**src/rtl/plot_pixel_sink.sv**
```systemverilog
// Pixel-plot sink: queues plot requests in a small FIFO and writes them,
// or full-screen clears, into a 160x120x3 frame memory over a ready/valid port.
//
// Ports:
//   CLOCK_50, reset             : clock, asynchronous active-high reset
//   x, y, colour, plot          : pixel plot request (one-cycle strobe)
//   clear, clear_colour         : full-screen clear request (one-cycle strobe)
//   mem_addr, mem_data, mem_we  : frame memory write port (registered)
//   mem_ready                   : memory accepts when mem_we && mem_ready
//   busy                        : FIFO full or clear pending/running
//   clear_done                  : one-cycle pulse after the last clear write
//   overflow                    : sticky, a plot was dropped on a full FIFO
//   oob_count                   : saturating count of out-of-range plots
module plot_pixel_sink #(
    parameter int WIDTH  = 160,
    parameter int HEIGHT = 120,
    parameter int DEPTH  = 4
) (
    input  logic        CLOCK_50,
    input  logic        reset,
    input  logic [7:0]  x,
    input  logic [6:0]  y,
    input  logic [2:0]  colour,
    input  logic        plot,
    input  logic        clear,
    input  logic [2:0]  clear_colour,
    output logic [14:0] mem_addr,
    output logic [2:0]  mem_data,
    output logic        mem_we,
    input  logic        mem_ready,
    output logic        busy,
    output logic        clear_done,
    output logic        overflow,
    output logic [7:0]  oob_count
);

    localparam int PW = $clog2(DEPTH);
    localparam logic [PW:0]  CNT_FULL = (PW+1)'(DEPTH);
    localparam logic [7:0]   W8       = 8'(WIDTH);
    localparam logic [6:0]   H7       = 7'(HEIGHT);
    localparam logic [14:0]  LAST     = 15'(WIDTH * HEIGHT - 1);

    typedef enum logic [1:0] {
        S_IDLE  = 2'd0,
        S_WRITE = 2'd1,
        S_CLEAR = 2'd2
    } state_t;

    state_t state_q, state_d;

    logic [17:0]   fifo_q [DEPTH];
    logic [PW-1:0] wr_ptr_q, rd_ptr_q;
    logic [PW:0]   count_q, count_d;

    logic [14:0] mem_addr_q, mem_addr_d;
    logic [2:0]  mem_data_q, mem_data_d;
    logic        mem_we_q, mem_we_d;
    logic        busy_q, busy_d;
    logic        clear_done_q, clear_done_d;
    logic        overflow_q, overflow_d;
    logic [7:0]  oob_q, oob_d;
    logic        pend_q, pend_d;
    logic [2:0]  clr_col_q, clr_col_d;

    logic        in_range, full, clr_req, clr_go, accept;
    logic        push, pop, drop_full;
    logic [14:0] push_addr;
    logic [17:0] head;

    assign in_range = (x < W8) && (y < H7);
    assign full     = (count_q == CNT_FULL);
    // A clear is ignored while one is already running.
    assign clr_req  = clear && (state_q != S_CLEAR);
    assign clr_go   = pend_q || clr_req;
    assign accept   = mem_we_q && mem_ready;

    // The flush on a clear edge frees room for a same-edge plot.
    assign push      = plot && in_range && (!full || clr_req);
    assign drop_full = plot && in_range && full && !clr_req;

    // y*160 + x as shifts and adds
    assign push_addr = {1'b0, y, 7'b0} + {3'b0, y, 5'b0} + {7'b0, x};
    assign head      = fifo_q[rd_ptr_q];
    assign clr_col_d = clr_req ? clear_colour : clr_col_q;

    // State register plus all registered outputs and FIFO storage
    always_ff @(posedge CLOCK_50 or posedge reset) begin
        if (reset) begin
            state_q      <= S_IDLE;
            wr_ptr_q     <= '0;
            rd_ptr_q     <= '0;
            count_q      <= '0;
            mem_addr_q   <= '0;
            mem_data_q   <= '0;
            mem_we_q     <= 1'b0;
            busy_q       <= 1'b0;
            clear_done_q <= 1'b0;
            overflow_q   <= 1'b0;
            oob_q        <= '0;
            pend_q       <= 1'b0;
            clr_col_q    <= '0;
            for (int i = 0; i < DEPTH; i++) begin
                fifo_q[i] <= '0;
            end
        end else begin
            state_q      <= state_d;
            count_q      <= count_d;
            mem_addr_q   <= mem_addr_d;
            mem_data_q   <= mem_data_d;
            mem_we_q     <= mem_we_d;
            busy_q       <= busy_d;
            clear_done_q <= clear_done_d;
            overflow_q   <= overflow_d;
            oob_q        <= oob_d;
            pend_q       <= pend_d;
            clr_col_q    <= clr_col_d;
            if (clr_req) begin
                rd_ptr_q <= '0;
                wr_ptr_q <= push ? PW'(1) : '0;
                if (push) begin
                    fifo_q[0] <= {push_addr, colour};
                end
            end else begin
                if (push) begin
                    fifo_q[wr_ptr_q] <= {push_addr, colour};
                    wr_ptr_q         <= wr_ptr_q + PW'(1);
                end
                if (pop) begin
                    rd_ptr_q <= rd_ptr_q + PW'(1);
                end
            end
        end
    end

    // Next-state logic
    always_comb begin
        state_d = state_q;
        pop     = 1'b0;
        unique case (state_q)
            S_IDLE: begin
                if (clr_go) begin
                    state_d = S_CLEAR;
                end else if (count_q != '0) begin
                    pop     = 1'b1;
                    state_d = S_WRITE;
                end
            end
            S_WRITE: begin
                if (accept) begin
                    if (clr_go) begin
                        state_d = S_CLEAR;
                    end else if (count_q != '0) begin
                        pop = 1'b1;
                    end else begin
                        state_d = S_IDLE;
                    end
                end
            end
            S_CLEAR: begin
                if (accept && (mem_addr_q == LAST)) begin
                    state_d = S_IDLE;
                end
            end
            default: state_d = S_IDLE;
        endcase
    end

    // Output / bookkeeping next values
    always_comb begin
        mem_we_d     = mem_we_q;
        mem_addr_d   = mem_addr_q;
        mem_data_d   = mem_data_q;
        clear_done_d = (state_q == S_CLEAR) && (state_d == S_IDLE);

        if (state_d == S_CLEAR) begin
            mem_we_d = 1'b1;
            if (state_q != S_CLEAR) begin
                mem_addr_d = '0;
                mem_data_d = clr_col_d;
            end else if (accept) begin
                mem_addr_d = mem_addr_q + 15'd1;
            end
        end else if (pop) begin
            mem_we_d   = 1'b1;
            mem_addr_d = head[17:3];
            mem_data_d = head[2:0];
        end else if (state_d == S_IDLE) begin
            mem_we_d = 1'b0;
        end

        if (clr_req) begin
            count_d = push ? (PW+1)'(1) : '0;
        end else begin
            count_d = count_q + {{PW{1'b0}}, push} - {{PW{1'b0}}, pop};
        end

        pend_d     = clr_go && (state_d != S_CLEAR);
        busy_d     = (count_d == CNT_FULL) || (state_d == S_CLEAR) || pend_d;
        overflow_d = overflow_q || drop_full;

        oob_d = oob_q;
        if (plot && !in_range && (oob_q != 8'hFF)) begin
            oob_d = oob_q + 8'd1;
        end
    end

    assign mem_addr   = mem_addr_q;
    assign mem_data   = mem_data_q;
    assign mem_we     = mem_we_q;
    assign busy       = busy_q;
    assign clear_done = clear_done_q;
    assign overflow   = overflow_q;
    assign oob_count  = oob_q;

endmodule

```
**config.mk**
```make
export PLATFORM = sky130hd
export DESIGN_NAME = plot_pixel_sink
export DESIGN_NICKNAME = d
export VERILOG_FILES = /design/src/rtl/plot_pixel_sink.sv
export SDC_FILE = /design/constraint.sdc
export NUM_CORES = 1
export LEC_CHECK = 0
export ABC_AREA = 1
export BUFFER_PORTS_ARGS = -buffer_cell sky130_fd_sc_hd__buf_2
export CAP_MARGIN = 20
export CORE_UTILIZATION = 35
export CTS_CLUSTER_SIZE = 8
export DETAILED_ROUTE_END_ITERATION = 8
export GPL_TIMING_DRIVEN = 1
export PLACE_DENSITY_LB_ADDON = 0.3
export SLEW_MARGIN = 20
export SYNTH_ARGS = -nofsm -noshare
export SYNTH_HDL_FRONTEND = slang
export SYNTH_SLANG_ARGS = --single-unit
export TNS_END_PERCENT = 10
```
**constraint.sdc**
```tcl
create_clock -name CLOCK_50 -period 4.55 [get_ports CLOCK_50]
set_clock_uncertainty 0.05 [all_clocks]
set_input_delay 0.91 -clock CLOCK_50 [delete_from_list [all_inputs] [get_ports CLOCK_50]]
set_output_delay 0.91 -clock CLOCK_50 [all_outputs]
set_load 0.02 [all_outputs]
```
---- Word-level counts from Yosys, hierarchy flattened ----
Index checks and enable logic that the tools add are counted.
word-level totals
  flip-flop bits (word level) ............. 115
  output and inout bits ................... 30
  word-level logic and storage cells ...... 113
cells by class
  add/subtract/negate cells ............... 8
  magnitude comparators ................... 5
  eq/ne operators ......................... 11
  muxes and demuxes ....................... 38
  bitwise logic cells ..................... 3
  reduce and logical (&&, ||, !) cells .... 31
operators with widths
  kind                   number
  $mux 18                5
  $bwmux 72              1
  $mux 72                1
  $mux 15                4
  $bmux 18 s2            1
  $demux 18 s2           1
  $mux 2                 10
  $add 14x12->15         1
  $add 15x1->15 const B  1
  $add 15x8->15          1
  $eq 15x15->1 const B   1
  $mux 3                 5
  $logic_and 1x1->1      13
  $add 8x1->8 const B    1
  $lt 8x8->1 const B     1
  $mux 1                 8
  $ne 8x8->1 const B     1
  $lt 7x7->1 const B     1
  $eq 3x3->1 const B     2
  $ge 3x3->1 const B     2
  $ne 2x2->1 const B     3
  $not 2->3              2
  $pmux 2 s3             1
  $reduce_and 2->1       3
  14 further kinds       26

---- Depth between registers and ports, before layout ----
Gate-level depths: netlist of run 1.
  depth in word-level cells ............... 11
  mapped depth ............................ 15
  mapped depth without buffers ............ 15

---- Least setup slack after synthesis of run 1 ----
No wires, ideal clock.
  path type ............................... input to register
  from .................................... input port x[5]
  to ...................................... register busy_q, in the netlist busy
  setup time .............................. 0.068 ns
  data arrival time ....................... 2.769 ns
  required time ........................... 4.432 ns
  slack ................................... 1.662 ns
  stages .................................. 13
  path buffers ............................ 0
  cells stage by stage .................... o21ai_1 o21ai_0 nor2_1 nand2_4 ha_1 inv_1 ha_1 inv_1 fa_1 xor2_1 nor2_1 nand3_1 nand3_1
between the ends
  longest elaborated chain between the ends .. 10
ends and longest elaborated chain
  element                          line  RTL
  from (decl)                      21    input logic [7:0] x,
  $lt 8x8->1                       70    assign in_range = (x < W8) && (y < H7);
  $logic_and 1x1->1                70
  $logic_and 1x1->1 (2 in series)  78    assign push = plot && in_range && (!full || clr_req);
  $add 3x1->3                      194   count_d = count_q + {{PW{1'b0}}, push} - {{PW{1'b0}}, pop};
  $sub 3x1->3                      194
  $mux 3                           191   if (clr_req) begin
  net count_d[2]                   53    logic [PW:0] count_q, count_d;
  $eq 3x3->1                       198   busy_d = (count_d == CNT_FULL) || (state_d == S_CLEAR) || pend_d;
  $logic_or 1x1->1 (2 in series)   198
  net busy_d                       58    logic busy_q, busy_d;
  to (signal assigned)             111   busy_q <= busy_d;
  to (decl)                        58
The timed path passes the listed nets, and every way through them passes these cells.
A chain may end at the register's enable or synchronous reset.

---- Worst setup path after layout of run 1 ----
  from .................................... register state_q[0]
  to ...................................... register busy_q, in the netlist busy
between the ends
  longest elaborated chain between the ends .. 11
ends and longest elaborated chain
  element                                                              line  RTL
  from (decl)                                                          49    state_t state_q, state_d;
  from (signal assigned)                                               106   state_q <= state_d;
  parallel branches: the longest is 7 deep, another holds $add 3x1->3  -
  $mux 3 *                                                             191
  net count_d[2]                                                       53
  $eq 3x3->1 *                                                         198
  $logic_or 1x1->1 * (2 in series)                                     198
  net busy_d                                                           58
Mark *: on every way through the listed nets, which the timed path passes.

==> qor.csv, run 1 <==
stage,metric,value,unit
placed_design,HPWL after DPL,9960,µm
power,Clock power frac,26.5,%
clock_network,Skew-Pair Late Insertion Delay,0.41,ns
global_route,vias in the first global route,4965,
floorplan,DIE HEIGHT,135,µm
global_route,initial antenna violation count,0,
synth,Ys Warns,0,
clock_network,Worst-path clk slew,0.05,ns
synth,Async SR Flop Fraction,100,%
routing,DRT Pass-1 Iters,5,
floorplan,Initial Util,35.9,%
floorplan,num ports,56,
floorplan,FP Rows,48,
cells_and_area,nets,899,
sta,Max Clk Rate,0.326,GHz
routing,# DRC,0,
routing,DRT iter0 DRCs,285,
power,switch share,40.8,%
global_route,gr usage total,17.6,%
power,Flop pwr share,33.7,%
placed_design,gpl congestion,0.815,
routing,Wirelength per Cell,13.7,µm
clock_network,CTS sink cnt,115,
clock_network,PostCTS Resize Cnt,0,
sta,setup violators final,0,
floorplan,full die area,18300,µm²
power,VDD IR max,0.441,mV
sta,final period utilization,67.3,%
synth,most common cell in the synthesized netlist,nand2_1,
worst_setup_path,r2r setup slk,1.49,ns
worst_setup_path,Critical Path RT,4.80,ns
synth,Syn Nets,848,
placed_design,"worst slack, placed",1.09,ns
synth,post-synth top area share,46.2,%
sta,RSZ-0062 raised after global routing,no,
run_status,status,completed,
synth,number of synthesized flops with an enable pin,0,
synth,post-synth cell types,36,
power,Pwr Density,720,nW/µm²
cells_and_area,Non-Filler Instances,1087,
clock_network,Root Driver,clkbuf_16,
global_route,grt ovf,0,
synth,register area share after synthesis,46.2,%
sta,Final WS setup,1.49,ns
worst_setup_path,CP startpoint kind,flip-flop,
cells_and_area,Area Overhead vs Synth,17.2,%
sta,Fin. Hold Viols,0,
global_route,largest net degree at the start of global routing,78,
global_route,first-pass GRT wire length,24900,µm
worst_setup_path,worst r2r src,state_q[0]$_DFF_PP0_,
cells_and_area,layout cells sized above 1,13.9,%
synth,Main synth FF type,dfrtp_1,
synth,top post-synthesis cells by count,"253 x nand2_1, 115 x dfrtp_1, 98 x o21ai_0",
hold_path,hold_sp,state_q[1]$_DFF_PP0_,
cells_and_area,Diodes inserted,0,
power,leakage,3.73,nW
routing,total wire length,14900,µm
synth,Area contributors post-synth,"dfrtp_1 46%, nand2_1 15%, o21ai_0 7.9%",
hold_path,Min-Delay Endpoint,state_q[0]$_DFF_PP0_,
routing,vias per inst,4.87,
synth,Post-Syn Instances,798,
worst_setup_path,Crit Path Class,reg2reg,
sta,total negative slack,0,ns
sta,relative slew slack,39.1,%
hold_path,worst min-delay path category,reg2reg,
power,total net switching power,0.00214,W
worst_setup_path,crit path DAT,3.31,ns
worst_setup_path,r2r endpoint,busy$_DFF_PP0_,
routing,Via Count,5293,
clock_network,Post-CTS Setup Bufs,0,
placed_design,cell count after placement,1055,
clock_network,cts hold-fix bufs,0,
run,max cap viols,0,
clock_network,CTS buffer count,17,
worst_setup_path,Crit. End Element,flip-flop,
floorplan,core box area,17400,µm²
sta,fin crit period,3.06,ns
clock_network,H-tree depth,4,
synth,Mapped Area,6230,µm²
power,internal power,0.00311,W
sta,"Slew Viols, Final",0,
synth,Yosys top cell by area,dfrtp_1,
floorplan,Die W,135,µm
routing,DRT antenna net count,0,
placed_design,Port Buffers,55,
worst_setup_path,worst reg-to-reg path cell count,14,
power,Comb power frac,39.8,%
clock_network,CTS Buffer Depth,2,
synth,#FFs+latches synth,115,
worst_setup_path,Worst Path Max Fanout,13,
clock_network,CTS tree,done,
hold_path,hold path cells,1,
synth,Mapped Avg Cell Area,7.81,µm²
sta,worst slew pin tran,0.909,ns
cells by family after synthesis:
family                   synth area share, %
XOR/XNOR                                1.97
buffers and inverters                   6.89
AO/OA/AOI/OAI                           13.7
adder cells (fa/ha/maj)                 5.18
flip-flops                              46.2
AND/OR/NAND/NOR                         26.1
power by group through the flow:
stage                     Clock, W  Combinational, W  Sequential (W)
after CTS                  0.00142           0.00210         0.00177
after floorplan                  0           0.00150         0.00184
after global placement           0           0.00205         0.00178
final                      0.00139           0.00209         0.00177
after detailed placement         0           0.00209         0.00178
after global routing       0.00146           0.00239         0.00183
worst max-delay path, stage by stage, from the launching register on:
cell	delay (ns)
dfrtp_1	0.39
nor2_2	0.52
nor2_4	0.21
nor2_4	0.17
nand4_1	0.21
inv_1	0.16
ha_1	0.24
inv_1	0.06
ha_1	0.13
inv_1	0.05
fa_1	0.37
xor2_1	0.17
nor2_1	0.07
nand3_1	0.10
nand3_1	0.06
state kept, by name (all words and copies together), names as in the netlist:
| signal | count |
|---|---|
| wr_ptr_q | 2 |
| fifo_q | 72 |
| count_q | 3 |
| rd_ptr_q | 2 |
| overflow | 1 |
| clear_done | 1 |
| mem_addr | 15 |
| busy | 1 |
| pend_q | 1 |
| clr_col_q | 3 |
| mem_we | 1 |
| state_q | 2 |
| mem_data | 3 |
| oob_count | 8 |
cell type report:
type,instances,area (µm²)
clock buffers,21,460
well taps,225,282
repair buffers,60,313
clock inverters,11,158
flip-flops and latches,115,2880
inverters,76,290
multi-input cells,579,2920
fillers,1789,10100
cell usage in the layout (no fill, tap or decap), types with 9 or more instances in the layout:
cell type,n
nand2_1,253
dfrtp_1,115
o21ai_0,98
nor2_1,70
inv_1,68
buf_2,55
nand3_1,34
ha_1,21
a21oi_1,20
clkbuf_16,17
o21ai_1,12
o22ai_1,9
worst max path at each step:
| stage | from | end | slack (ns) | cells past startpoint |
|---|---|---|---|---|
| global placement | x[5] | busy$_DFF_PP0_ | 1.15 | 14 |
| CTS | x[5] | busy$_DFF_PP0_ | 1.49 | 14 |
| global route | state_q[1]$_DFF_PP0_ | busy$_DFF_PP0_ | 1.25 | 15 |
| finish | state_q[0]$_DFF_PP0_ | busy$_DFF_PP0_ | 1.49 | 14 |
| floorplan | reset | busy$_DFF_PP0_ | 0.55 | 1 |
| detailed placement | x[5] | busy$_DFF_PP0_ | 1.09 | 14 |
per-layer routing:
metal	track usage [%]	routed length, µm	vias up
met5	0	0	-
met4	5.37	122	0
met3	3.82	603	13
met2	27.5	6670	105
met1	24.1	7510	2503
li1	-	-	2672
per-stage QoR:
stage | area (µm²) | hold slack [ns] | power, W | util (%)
3_5_place_dp | 6680 | 0.397 | 0.00387 | 38.5
5_1_grt | 7300 | 0.426 | 0.00568 | 42.1
4_1_cts | 7300 | 0.398 | 0.00529 | 42.1
6_report | 7300 | 0.399 | 0.00526 | 42.1
2_1_floorplan | 6230 | 0.380 | 0.00334 | -
3_3_place_gp | 6680 | 0.388 | 0.00383 | 38.5
Note: power is estimated with default switching activity, not from simulation.
==> run 2: changes to the inputs <==
==> constraint.sdc (replaced) <==
create_clock -name CLOCK_50 -period 3.2 [get_ports CLOCK_50]
set_clock_uncertainty 0.05 [all_clocks]
set_input_delay 0.64 -clock CLOCK_50 [delete_from_list [all_inputs] [get_ports CLOCK_50]]
set_output_delay 0.64 -clock CLOCK_50 [all_outputs]
set_load 0.02 [all_outputs]
==> qor.csv, run 2 (synthesis gave the netlist of run 1 again) <==
stage,metric,value,unit
run_status,status,completed,
worst_setup_path,Crit Path Class,in2reg,
cells_and_area,largest reg by FF count,fifo_q,
sta,Fin. Hold Viols,0,
clock_network,Root Driver,clkbuf_16,
placed_design,cell count after placement,1060,
global_route,first-pass GRT wire length,25300,µm
worst_setup_path,cells along the critical path,"buf_2, o21ai_1, o21ai_0, nor2_1, nand2_4, ha_1, inv_1, ha_1, inv_1, fa_1, xor2_1, nor2_1, nand3_1, nand3_1",
routing,# DRC,0,
clock_network,CTS tree,done,
run,max cap viols,0,
worst_setup_path,Critical Path Max Stage Delay,0.39,ns
clock_network,Post-CTS Setup Bufs,0,
floorplan,core box area,17400,µm²
clock_network,Worst-path clk slew,0.05,ns
worst_setup_path,CP startpoint kind,input pin,
floorplan,DIE HEIGHT,135,µm
cells_and_area,nets,904,
global_route,gr usage total,17.9,%
global_route,grt ovf,0,
floorplan,FP Rows,48,
power,VDD IR max,0.544,mV
cells_and_area,Area Overhead vs Synth,18.8,%
sta,relative slew slack,52.1,%
cells_and_area,most frequent cells in the layout,"253 x nand2_1, 115 x dfrtp_1, 98 x o21ai_0",
routing,DRT Pass-1 Iters,5,
worst_setup_path,Critical Path RT,3.51,ns
worst_setup_path,Worst Path Max Fanout,3,
routing,Via Count,5231,
sta,worst slew pin tran,0.718,ns
sta,setup violators final,0,
cells_and_area,Diodes inserted,0,
floorplan,Die W,135,µm
global_route,vias in the first global route,4984,
routing,total wire length,15000,µm
worst_setup_path,crit path DAT,2.81,ns
clock_network,CTS buffer count,17,
power,Total Power,0.00769,W
clock_network,H-tree depth,4,
routing,vias per inst,4.79,
power,Pwr Density,1040,nW/µm²
cells_and_area,multi-input logic area,2920,µm²
sta,Max Clk Rate,0.400,GHz
routing,DRT iter0 DRCs,421,
worst_setup_path,Crit. End Element,flip-flop,
sta,"Slew Viols, Final",0,
global_route,largest net degree at the start of global routing,116,
sta,RSZ-0062 raised after global routing,no,
cells_and_area,"most common cell after layout, fill and taps aside",nand2_1,
floorplan,Initial Util,35.9,%
worst_setup_path,slowest CP cell,nor2_1,
floorplan,full die area,18300,µm²
placed_design,gpl congestion,0.867,
clock_network,CTS sink cnt,115,
clock_network,cts hold-fix bufs,0,
cells_and_area,Largest register FFs,72,
floorplan,num ports,56,
clock_network,PostCTS Resize Cnt,0,
global_route,initial antenna violation count,0,
sta,total negative slack,0,ns
clock_network,Skew-Pair Late Insertion Delay,0.42,ns
sta,fin crit period,2.50,ns
routing,DRT antenna net count,0,
cells_and_area,Filler cells,1802,
sta,final period utilization,78.2,%
placed_design,HPWL after DPL,9790,µm
hold_path,worst min-delay path category,in2async,
cells_and_area,FF/Latch Area,2880,µm²
clock_network,CTS Buffer Depth,2,
cells_and_area,layout cells sized above 1,14.3,%
routing,Wirelength per Cell,13.7,µm
cells_and_area,Non-Filler Instances,1092,
power,leakage,3.77,nW
placed_design,Port Buffers,55,
## run 2: changes by cell type in the layout (fill, tap and decap cells not counted), sizes merged
cell      delta
buf          +5
clkinv       -3
inv          -1
clkinvlp     +1
bufinv       +2
clkbuf       +1
## run 2: final cells by class
| cell class | count | share of cell area, % |
|---|---|---|
| Clock buffer | 22 | 6.27 |
| Timing Repair Buffer | 65 | 4.90 |
| Tap cell | 225 | 3.80 |
| Sequential cell | 115 | 38.9 |
| Multi-Input combinational cell | 579 | 39.5 |
| Inverter | 76 | 3.90 |
| Clock inverter | 10 | 2.74 |
## run 2: layer usage
metal / vias up / wire length (µm) / global-route usage [%]
li1: 2678 / - / -
met5: - / 0 / 0
met1: 2414 / 7600 / 25.0
met2: 119 / 6520 / 27.1
met3: 20 / 630 / 4.34
met4: 0 / 228 / 6.12
## run 2: report_power, final
part	internal, W	switching [W]
clock	0.00150	0.000672
combinational	0.00103	0.00197
sequential	0.00210	0.000419
## run 2: critical path: cells and delay by family
family | cells | cell delay (ns)
xor gates and xnor gates | 1 | 0.17
AOI/OAI and AO/OA | 2 | 0.24
and+or+nand+nor | 5 | 0.75
buffers and inverters | 3 | 0.20
adders and majority gates | 3 | 0.80
## run 2: worst paths after layout
| check | startpoint | endpoint | slack (ns) | depth (start not counted) |
|---|---|---|---|---|
| worst max-delay path | x[5] | busy$_DFF_PP0_ | 0.70 | 14 |
| worst min-delay path | reset | fifo_q[56]$_DFFE_PP0P_ | 0.34 | 3 |
| worst max register to register | count_q[1]$_DFF_PP0_ | busy$_DFF_PP0_ | 0.71 | 13 |
| worst min register to register | state_q[1]$_DFF_PP0_ | state_q[0]$_DFF_PP0_ | 0.39 | 1 |
| max in group asynchronous | reset | fifo_q[58]$_DFFE_PP0P_ | 2.28 | 3 |
| min in group CLOCK_50 | colour[2] | fifo_q[56]$_DFFE_PP0P_ | 0.39 | 3 |
## run 2: stage by stage
| step | hold slack (ns) | util (%) | setup WS (ns) | cell area [µm²] |
|---|---|---|---|---|
| after floorplan | 0.380 | - | 0.582 | 6230 |
| after detailed placement | 0.393 | 38.8 | 0.257 | 6740 |
| final | 0.339 | 42.6 | 0.698 | 7400 |
| after global placement | 0.394 | 38.8 | 0.300 | 6740 |
| after CTS | 0.383 | 42.6 | 0.696 | 7400 |
| after global routing | 0.400 | 42.6 | 0.464 | 7400 |
